==> config.mk <==
export PLATFORM = sky130hd
export DESIGN_NAME = decoder_seq_nx2n
export DESIGN_NICKNAME = d
export VERILOG_FILES = /design/src/rtl/decoder_seq_nx2n.sv
export SDC_FILE = /design/constraint.sdc
export NUM_CORES = 1
export LEC_CHECK = 0
export BUFFER_PORTS_ARGS = -buffer_cell sky130_fd_sc_hd__clkbuf_2
export CORE_MARGIN = 2
export CORE_UTILIZATION = 47
export CTS_CLUSTER_SIZE = 28
export DETAILED_ROUTE_END_ITERATION = 7
export HOLD_SLACK_MARGIN = 0.05
export PLACE_DENSITY = 0.81
export SLEW_MARGIN = 25
export SYNTH_ARGS = -nofsm -noshare
export SYNTH_HDL_FRONTEND = slang
export SYNTH_SLANG_ARGS = --single-unit
==> constraint.sdc <==
create_clock -name clk -period 1.5 [get_ports clk]
set_clock_uncertainty 0.1 [all_clocks]
set_input_delay 0.225 -clock clk [delete_from_list [all_inputs] [get_ports clk]]
set_output_delay 0.225 -clock clk [all_outputs]
set_load 0.01 [all_outputs]
==> src/rtl/decoder_seq_nx2n.sv <==
// Registered N-to-2^N one-hot decoder with enable, valid/ready select input
// and an autonomous scan mode. Scan mode walks the one-hot output over every
// line, holding each line for DWELL cycles and pulsing wrap on the return to
// line 0. Every output except sel_ready comes straight from a flop, so the
// select lines it drives are glitch-free.
module decoder_seq_nx2n #(
  parameter  int SEL_W = 2,
  parameter  int DWELL = 4,
  localparam int OUT_W = 2 ** SEL_W
) (
  input  logic             clk,
  input  logic             rst_n,
  input  logic             en,
  input  logic             mode,
  input  logic [SEL_W-1:0] sel_in,
  input  logic             sel_valid,
  output logic             sel_ready,
  output logic [OUT_W-1:0] dec_out,
  output logic             out_valid,
  output logic [SEL_W-1:0] cur_sel,
  output logic             wrap
);

  // The dwell counter needs at least one bit, even when DWELL is 1.
  localparam int CNT_W = (DWELL > 1) ? $clog2(DWELL) : 1;
  localparam logic [CNT_W-1:0] CNT_LAST = CNT_W'(DWELL - 1);
  localparam logic [SEL_W-1:0] SEL_LAST = SEL_W'(OUT_W - 1);

  // Reject parameter values that cannot describe a working decoder.
  if (DWELL < 1 || DWELL > 65535) begin : g_bad_dwell
    $error("decoder_seq_nx2n: DWELL must be within 1..65535");
  end
  if (SEL_W < 1) begin : g_bad_sel_w
    $error("decoder_seq_nx2n: SEL_W must be at least 1");
  end

  typedef enum logic [1:0] {
    ST_IDLE = 2'd0,  // outputs inactive, waiting for en
    ST_HOLD = 2'd1,  // direct-decode (or frozen scan) output held
    ST_SCAN = 2'd2   // auto-walk through all lines
  } state_e;

  state_e           state_q, state_d;
  logic [OUT_W-1:0] dec_q, dec_d;
  logic             valid_q, valid_d;
  logic [SEL_W-1:0] cur_sel_q, cur_sel_d;
  logic             wrap_q, wrap_d;
  logic [CNT_W-1:0] cnt_q, cnt_d;

  logic             transfer;
  logic [SEL_W-1:0] sel_next;

  // Standard one-hot mapping: bit i is set only when idx equals i.
  function automatic logic [OUT_W-1:0] onehot(input logic [SEL_W-1:0] idx);
    logic [OUT_W-1:0] r;
    r = '0;
    for (int i = 0; i < OUT_W; i++) begin
      r[i] = (idx == SEL_W'(i));
    end
    return r;
  endfunction

  // Selections are accepted only when enabled, in direct mode and not in SCAN.
  // Using the registered state means sel_ready stays low during the cycle in
  // which mode falls while scanning, and rises once the block has left SCAN.
  always_comb begin
    sel_ready = en & ~mode & (state_q != ST_SCAN);
  end

  assign transfer = sel_valid & sel_ready;

  // Next scan line. This relies on natural modulo-2**SEL_W overflow.
  assign sel_next = cur_sel_q + SEL_W'(1);

  // Next-state and next-output logic. en has top priority, then mode, then a
  // transfer or a scan advance.
  always_comb begin
    // NOTE: every _d gets a default first so that no path through the
    // branches below leaves a variable unassigned and infers a latch.
    state_d   = state_q;
    dec_d     = dec_q;
    valid_d   = valid_q;
    cur_sel_d = cur_sel_q;
    wrap_d    = 1'b0;
    cnt_d     = '0;

    if (!en) begin
      // Disable: blank the output. cur_sel keeps the last selected line.
      state_d = ST_IDLE;
      dec_d   = '0;
      valid_d = 1'b0;
    end else begin
      unique case (state_q)
        ST_IDLE, ST_HOLD: begin
          if (mode) begin
            // Enter scan. It always starts at line 0 without a wrap pulse.
            state_d   = ST_SCAN;
            cur_sel_d = '0;
            dec_d     = onehot('0);
            valid_d   = 1'b1;
          end else if (transfer) begin
            state_d   = ST_HOLD;
            cur_sel_d = sel_in;
            dec_d     = onehot(sel_in);
            valid_d   = 1'b1;
          end
        end

        ST_SCAN: begin
          if (!mode) begin
            // Leave scan and freeze the line that is currently selected.
            state_d = ST_HOLD;
          end else if (cnt_q == CNT_LAST) begin
            // Dwell expired: step to the next line. wrap flags the return to 0.
            cur_sel_d = sel_next;
            dec_d     = onehot(sel_next);
            wrap_d    = (cur_sel_q == SEL_LAST);
          end else begin
            cnt_d = cnt_q + CNT_W'(1);
          end
        end

        default: begin
          // An encoding that should never occur: recover to a quiet IDLE.
          state_d = ST_IDLE;
          dec_d   = '0;
          valid_d = 1'b0;
        end
      endcase
    end
  end

  // State and output registers. rst_n is asynchronous, so the outputs clear
  // as soon as it falls, without waiting for a clock edge.
  always_ff @(posedge clk or negedge rst_n) begin
    // NOTE: sequential state uses non-blocking assignments. Every register then
    // samples values from before the edge, whatever order they are written in.
    if (!rst_n) begin
      state_q   <= ST_IDLE;
      dec_q     <= '0;
      valid_q   <= 1'b0;
      cur_sel_q <= '0;
      wrap_q    <= 1'b0;
      cnt_q     <= '0;
    end else begin
      state_q   <= state_d;
      dec_q     <= dec_d;
      valid_q   <= valid_d;
      cur_sel_q <= cur_sel_d;
      wrap_q    <= wrap_d;
      cnt_q     <= cnt_d;
    end
  end

  assign dec_out   = dec_q;
  assign out_valid = valid_q;
  assign cur_sel   = cur_sel_q;
  assign wrap      = wrap_q;

endmodule

* After elaboration in Yosys (flattened, before gate mapping)
Cells that the tools add are included.
Word-level totals: register bits after elaboration 12, logic and storage cells 68
Cells by class: $add $sub $neg 2, eq/ne operators 19, muxes and demuxes 28, bitwise operators 4, reduce and logical (&&, ||, !) cells 9
Operators with widths (count):
- $mux 2 | 12
- $mux 4 | 5
- $eq 2x2->1 const B | 7
- $ne 3x3->1 const B | 4
- $ne 2x2->1 const B | 4
- $pmux 2 s2 | 2
- $pmux 4 s2 | 1
- $mux 1 | 7
- $eq 2x1->1 const B | 3
- $logic_not 2->1 | 3
- $reduce_and 5->1 | 1
- $add 2x1->2 const B | 2
- $ne 4x4->1 const B | 1
- $reduce_and 2->1 | 2
- $and 1x1->1 | 3
- $reduce_and 3->1 | 1
- $pmux 1 s2 | 1
- $reduce_bool 2->1 | 1
- $reduce_or 2->1 | 1
- $not 1->1 | 1

* Longest topological paths before layout
Gate-level depths: netlist of run 1.
depth after elaboration 8, mapped depth 4, gate-level depth less buffers 4

* Worst setup path after synthesis of run 1
OpenSTA, ideal clock, no wires.
path type register to register, start point register cnt_q[0], end point register dec_q[0] (netlist: dec_out[0]), setup time 125 ps, arrival 1261 ps, data required time 1275 ps, path slack 14 ps, stages on the path, launching flop included 5, path buffers 0, cell sequence dfrtp_1 -> ha_1 -> and2b_2 -> a2bb2oi_4 -> mux2_4
On the way: word-level cells in the longest chain between the ends 3
Ends and longest elaborated chain:
- start: declaration | line 48 | logic [CNT_W-1:0] cnt_q, cnt_d;
- start signal: assignment | line 151 | cnt_q <= cnt_d;
- $eq 2x2->1 | line 113 | end else if (cnt_q == CNT_LAST) begin
- $ne 3x3->1 (no source line)
- $reduce_and 3->1 (no source line)
- end signal: assignment | line 140 | dec_q <= '0;
- end signal: assignment | line 147 | dec_q <= dec_d;
- end: declaration | line 44 | logic [OUT_W-1:0] dec_q, dec_d;
No other way between the ends. A chain may end at the register's enable or synchronous reset.

* Worst setup path after layout of run 1
start point register cnt_q[0], end point register dec_q[2] (netlist: dec_out[2])
The elaborated chain is that of the path after synthesis.

==> results of run 1 <==
## critical path, cell delays in order, from the launching register on
cell,delay [ns]
dfrtp_1,0.36
ha_2,0.19
and2b_2,0.23
a2bb2oi_4,0.21
mux2_4,0.32
## metal layers
layer  routed length (um)  global-route usage [%]  up-vias  share of wire, %
li1                     -                       -      283                 -
met1                  673                    22.6      294                46
met2                  710                    28.7       18                48
met3                   59                    3.67        2               4.0
met4                   25                    10.9        0               1.7
met5                    0                       0        -                 0
## report_power, final
group | total, mW | switching [mW] | internal (mW)
clock | 0.258 | 0.111 | 0.148
combinational | 0.217 | 0.108 | 0.109
sequential | 0.380 | 0.0287 | 0.352
## state kept, by name (all words and copies together), names as in the netlist
register and flops:
wrap 1, cnt_q 2, cur_sel 2, state_q 2, out_valid 1, dec_out 4
## final timing paths
path	end	slack, ns	cells after the start
min in group asynchronous	dec_out[1]	0.26	2
setup reg to reg	dec_out[2]	-0.03	4
setup / recovery	dec_out[2]	-0.03	4
max in group asynchronous	state_q[0]	0.79	2
hold reg to reg	cnt_q[0]	0.36	1
hold / removal	state_q[1]	0.14	3
## cell type report
class / instances / area (um^2) / area share (%)
sequential: 12 / 303 / 32.1
tap: 16 / 20.0 / 2.12
timing repair buffer: 23 / 138 / 14.6
clock buffer: 4 / 36.3 / 3.84
multi-input combinational: 47 / 429 / 45.4
inverter: 5 / 18.8 / 1.99
## per-stage QoR
stage               total power [mW]  area, um^2  hold WS (ns)  std cells
floorplan                      0.523         769        -0.171         67
global placement               0.586         857        0.0232         98
detailed placement             0.591         857        0.0226         98
CTS                            0.860         938         0.139        107
global route                   0.903         945         0.178        107
finish                         0.856         945         0.145        107
## logic make-up (layout without fill, tap and decap cells)
group	count (synthesis)	in the layout	synth area share [%]
flops	12	12	39.0
simple gates	22	22	17.1
compound gates	10	10	12.8
mux	9	9	15.0
fa+ha+maj	6	6	9.76
buf+inv	8	32	6.34
## layout by cell type, fill, tap and decap left out, types with 2 or more instances in the layout
master    instances
nor3_1            3
dfrtp_1          10
nor2_1            3
and2b_2           2
a32o_1            3
clkbuf_4          3
mux2_4            5
buf_4             7
mux2i_1           4
clkbuf_2         14
nand2_1           3
nor2b_1           2
inv_1             5
ha_1              5
dfrtp_2           2
nand2b_1          2
## repair_timing
action / in CTS / in global routing
hold buffers: 1 / 0
setup buffers: 4 / 0
gates resized for setup: 3 / 3
endpoints found under the hold margin: 12 / 0
endpoints found under the setup margin: 5 / 7
pin swaps: 2 / 1
==> flow_metrics.py, run 1 <==
metrics = {
    "outcome": {
        "status": "finished, violations left",
        "violations": "negative setup slack",
    },
    "placed_design": {
        "dp_hpwl_mm": 1.09,
        "port_buffers": 15,
        "place.gp.congestion": 0.809,
        "place_ws_ns": 0.000429,
    },
    "cells_and_area": {
        "diodes": 0,
        "nets": 105,
        "n_fill_cell": 132,
        "layout-drive-gt1-share_pct": 47.3,
        "synthToLayoutAreaGrowth_pct": 22.8,
        "fin_util_pct": 62.0,
    },
    "global_routing": {
        "grt_pass1_wl_mm": 2.52,
        "track_usage_pct": 18.2,
        "overflow": 0,
        "grt_max_degree": 13,
        "grt_pass1_vias": 584,
        "grt_antenna_before_repair": 0,
    },
    "floorplanning": {
        "initial_core_util_pct": 50.5,
        "io_pins": 16,
        "die_width_um": 44.5,
        "fp.dieH_um": 44.5,
        "core_area_mm2": 0.00152,
        "fp-row-count": 14,
        "die_area_mm2": 0.00198,
    },
    "timing": {
        "worstMarginPinSlew_ns": 0.305,
        "fin_crit_sh_pct": 102,
        "hold_viol_final": 0,
        "setup_tns_ns": -0.0878,
        "setup-violations-final": 4,
        "fmax_ghz": 0.655,
        "period_needed_ns": 1.53,
        "setup_slack_ns": -0.0265,
        "slew_headroom_pct": 79.6,
        "rsz0062_at_grt": "true",
        "drv_slew": 0,
    },
    "critical_path": {
        "endpoint_kind": "register",
        "startpoint": "cnt_q[0]",
        "critical_path_required_ns": 1.57,
        "crit_arrival_ns": 1.59,
        "worstSetupPathType": "reg2reg",
        "rr_startpoint": "cnt_q[0]",
        "critPathMaxFanout": 4,
        "start_kind": "register",
    },
    "drt": {
        "vias": 597,
        "final_antenna_net_count": 0,
        "routed_wl_mm": 1.47,
        "vias_per_cell": 5.58,
        "drc": 0,
        "wl_per_cell_um": 13.7,
        "dr.pass1.iters": 4,
        "drt_iter0_drc": 11,
    },
    "logic_synthesis": {
        "synth_ff_type": "dfrtp_1",
        "synth_top_area_share_pct": 39.0,
        "synth-edff-count": 0,
        "netlist_top_cells_area": "dfrtp_1, ha_1, mux2_4, mux2i_1, a32o_1",
        "async_flop_share_pct": 100,
        "syn_area_per_cell_um2": 11.5,
        "synth.distinct_cells": 26,
        "yosysTopAreaCell": "dfrtp_1",
        "yosys_warnings": 0,
        "yosysMostFrequentCell": "dfrtp_1",
        "syn_inst": 67,
        "synth_commonest_cells": "dfrtp_1, ha_1, inv_1, mux2_4",
        "syn_area_um2": 769,
        "ys_seq_area_share_pct": 39.0,
        "ys_ff_latch": 12,
        "synthesis.nets": 80,
    },
    "clock_network": {
        "path_clk_slew_ns": 0.08,
        "cts-root-buf": "clkbuf_4",
        "cts_sinks": 12,
        "cts_tree": "done",
        "cts_buffers": 3,
        "clockBufferDepth": 2,
        "htreeDepth": 1,
        "clk_latency_ns": 0.28,
    },
    "flow_run": {
        "drv_cap": 0,
    },
    "power": {
        "p_leak_nw": 0.487,
        "max-vdd-ir-drop_mv": 0.586,
        "p_per_area_mw_per_mm2": 906,
    },
    "min_path": {
        "hold_class": "in2reg",
        "min_from": "en",
    },
}
Note: power is estimated with default switching activity, not from simulation.
==> inputs of run 2 (changes only) <==
--- a/config.mk
+++ b/config.mk
@@ -11,7 +11,7 @@
 export CTS_CLUSTER_SIZE = 28
 export DETAILED_ROUTE_END_ITERATION = 7
 export HOLD_SLACK_MARGIN = 0.05
-export PLACE_DENSITY = 0.81
+export PLACE_DENSITY = 0.73
 export SLEW_MARGIN = 25
 export SYNTH_ARGS = -nofsm -noshare
 export SYNTH_HDL_FRONTEND = slang
==> run 2 against run 1 <==
  * Critical path type unchanged
  * Flip-flop and latch count did not move
  * Global-route usage up 0.34 points
  * Wire length rose by 10%
  * Power down 5.1%
  * Clock-buffer cell count shrank 1
  * Via count decreased by 2.5%
  * Register-to-register slack worse by 0.02 ns
  * Hold slack better by 0.0053 ns
  * First-iteration DRC count down 45%
  * Combinational power increased by 11%
  * The flow still finishes with violations (negative setup slack)
  * Die area unchanged
  * Critical endpoint is now dec_out[3]
  * Sequential share of layout area decreased by 1.3 points
==> flow_metrics.py, run 2 (synthesis gave the netlist of run 1 again) <==
metrics = {
    "clock_network": {
        "cts-root-buf": "clkbuf_4",
        "clockBufferDepth": 2,
        "cts_tree": "done",
        "cts_buffers": 3,
        "htreeDepth": 1,
        "path_clk_slew_ns": 0.07,
        "cts_sinks": 12,
        "clk_latency_ns": 0.26,
    },
    "timing": {
        "rsz0062_at_grt": "true",
        "fmax_ghz": 0.645,
        "hold_viol_final": 0,
        "worstMarginPinSlew_ns": 0.322,
        "slew_headroom_pct": 78.5,
        "setup_tns_ns": -0.187,
        "fin_crit_sh_pct": 103,
        "holdWs_ns": 0.150,
        "period_needed_ns": 1.55,
        "setup_slack_ns": -0.0493,
        "setup-violations-final": 4,
        "drv_slew": 0,
    },
    "critical_path": {
        "critPathMaxFanout": 5,
        "critical_path_required_ns": 1.55,
        "start_kind": "register",
        "endpoint_kind": "register",
        "crit_arrival_ns": 1.60,
        "reg2reg_depth": 4,
        "worstSetupPathType": "reg2reg",
        "r2r_setup_slack_ns": -0.05,
    },
    "outcome": {
        "violations": "negative setup slack",
        "status": "finished, violations left",
    },
    "min_path": {
        "min_path_cells": 3,
        "hold_class": "in2reg",
    },
    "floorplanning": {
        "fp.dieH_um": 44.5,
        "die_area_mm2": 0.00198,
        "initial_core_util_pct": 50.5,
        "io_pins": 16,
        "die_width_um": 44.5,
        "fp-row-count": 14,
        "core_area_mm2": 0.00152,
    },
    "cells_and_area": {
        "multi_input_area_um2": 454,
        "fin_area_um2": 985,
        "final_common_cell": "clkbuf_2",
        "fin_util_pct": 64.6,
        "nets": 107,
        "final_cell_mix": "clkbuf_2, dfrtp_1, buf_4",
        "largest_reg_flops": 4,
        "layout-drive-gt1-share_pct": 48.9,
        "fin_cells": 108,
        "diodes": 0,
        "n_fill_cell": 133,
        "synthToLayoutAreaGrowth_pct": 28.0,
        "regArea_um2": 303,
    },
    "power": {
        "max-vdd-ir-drop_mv": 0.520,
        "p_leak_nw": 0.502,
        "p_per_area_mw_per_mm2": 825,
    },
    "global_routing": {
        "overflow": 0,
        "track_usage_pct": 18.5,
        "grtUsageMet1_pct": 25.1,
        "grt_max_degree": 13,
        "met3_usage_pct": 3.67,
        "gr-usage-met2_pct": 28.7,
        "grt_pass1_vias": 556,
        "grt_antenna_before_repair": 0,
        "top_usage_layer": "met2",
        "grt_pass1_wl_mm": 2.54,
    },
    "drt": {
        "dr.pass1.iters": 3,
        "vias_per_cell": 5.39,
        "vias": 582,
        "final_antenna_net_count": 0,
        "routed_wl_mm": 1.62,
        "drt_iter0_drc": 6,
        "wl_per_cell_um": 15.0,
        "drc": 0,
    },
    "placed_design": {
        "dp_cells": 99,
        "dp_hpwl_mm": 1.18,
        "placed_area_um2": 865,
        "place.gp.congestion": 0.775,
        "port_buffers": 15,
    },
    "flow_run": {
        "drv_cap": 0,
    },
}
==> run 2: changes by cell type in the layout (fill, tap and decap cells not counted), sizes merged <==
cell and delta:
buf +2, clkbuf -1
==> run 2: final cells by class <==
type,instances,area share [%]
well taps,16,2.03
clock buffers,3,2.29
multi-input cells,47,46.1
repair buffers,25,16.9
flip-flops and latches,12,30.7
inverters,5,1.91
==> run 2: repair_timing <==
item	in CTS	in global routing
endpoints found under the setup margin	5	7
setup buffers	3	2
pin swaps	1	1
resized for setup	6	7
endpoints found under the hold margin	12	0
hold buffers	1	0
==> run 2: through the flow <==
step	setup WS, ns	power [mW]
after floorplan	0.0136	0.523
after global placement	0.0250	0.588
after detailed placement	-0.00166	0.597
after CTS	-0.0552	0.810
after global routing	-0.0748	0.868
final	-0.0493	0.812
==> run 2: layer usage <==
layer / vias to the layer above / wire length [um] / share of wire [%]
met2: 11 / 814 / 50
met1: 283 / 744 / 46
met5: - / 0 / 0
met3: 2 / 51 / 3.1
met4: 0 / 10 / 0.62
li1: 286 / - / -
==> run 2: final timing paths <==
path | startpoint | to
min in group asynchronous | rst_n | state_q[0]
min | en | state_q[1]
min reg2reg | cnt_q[0] | cnt_q[0]
max in group asynchronous | rst_n | state_q[1]
max reg2reg | state_q[1] | dec_out[3]
max | state_q[1] | dec_out[3]
==> run 2: report_power, final <==
part | total, mW | switching (mW) | internal [mW]
Combinational | 0.241 | 0.119 | 0.122
Clock | 0.192 | 0.0990 | 0.0926
Sequential | 0.380 | 0.0279 | 0.352
==> run 2: worst max-delay path, cell delays in order, from the launching register on <==
cell and delay [ns]:
dfrtp_2 0.42, buf_6 0.13, mux2_4 0.31, a2bb2oi_4 0.17
mux2_4 0.30
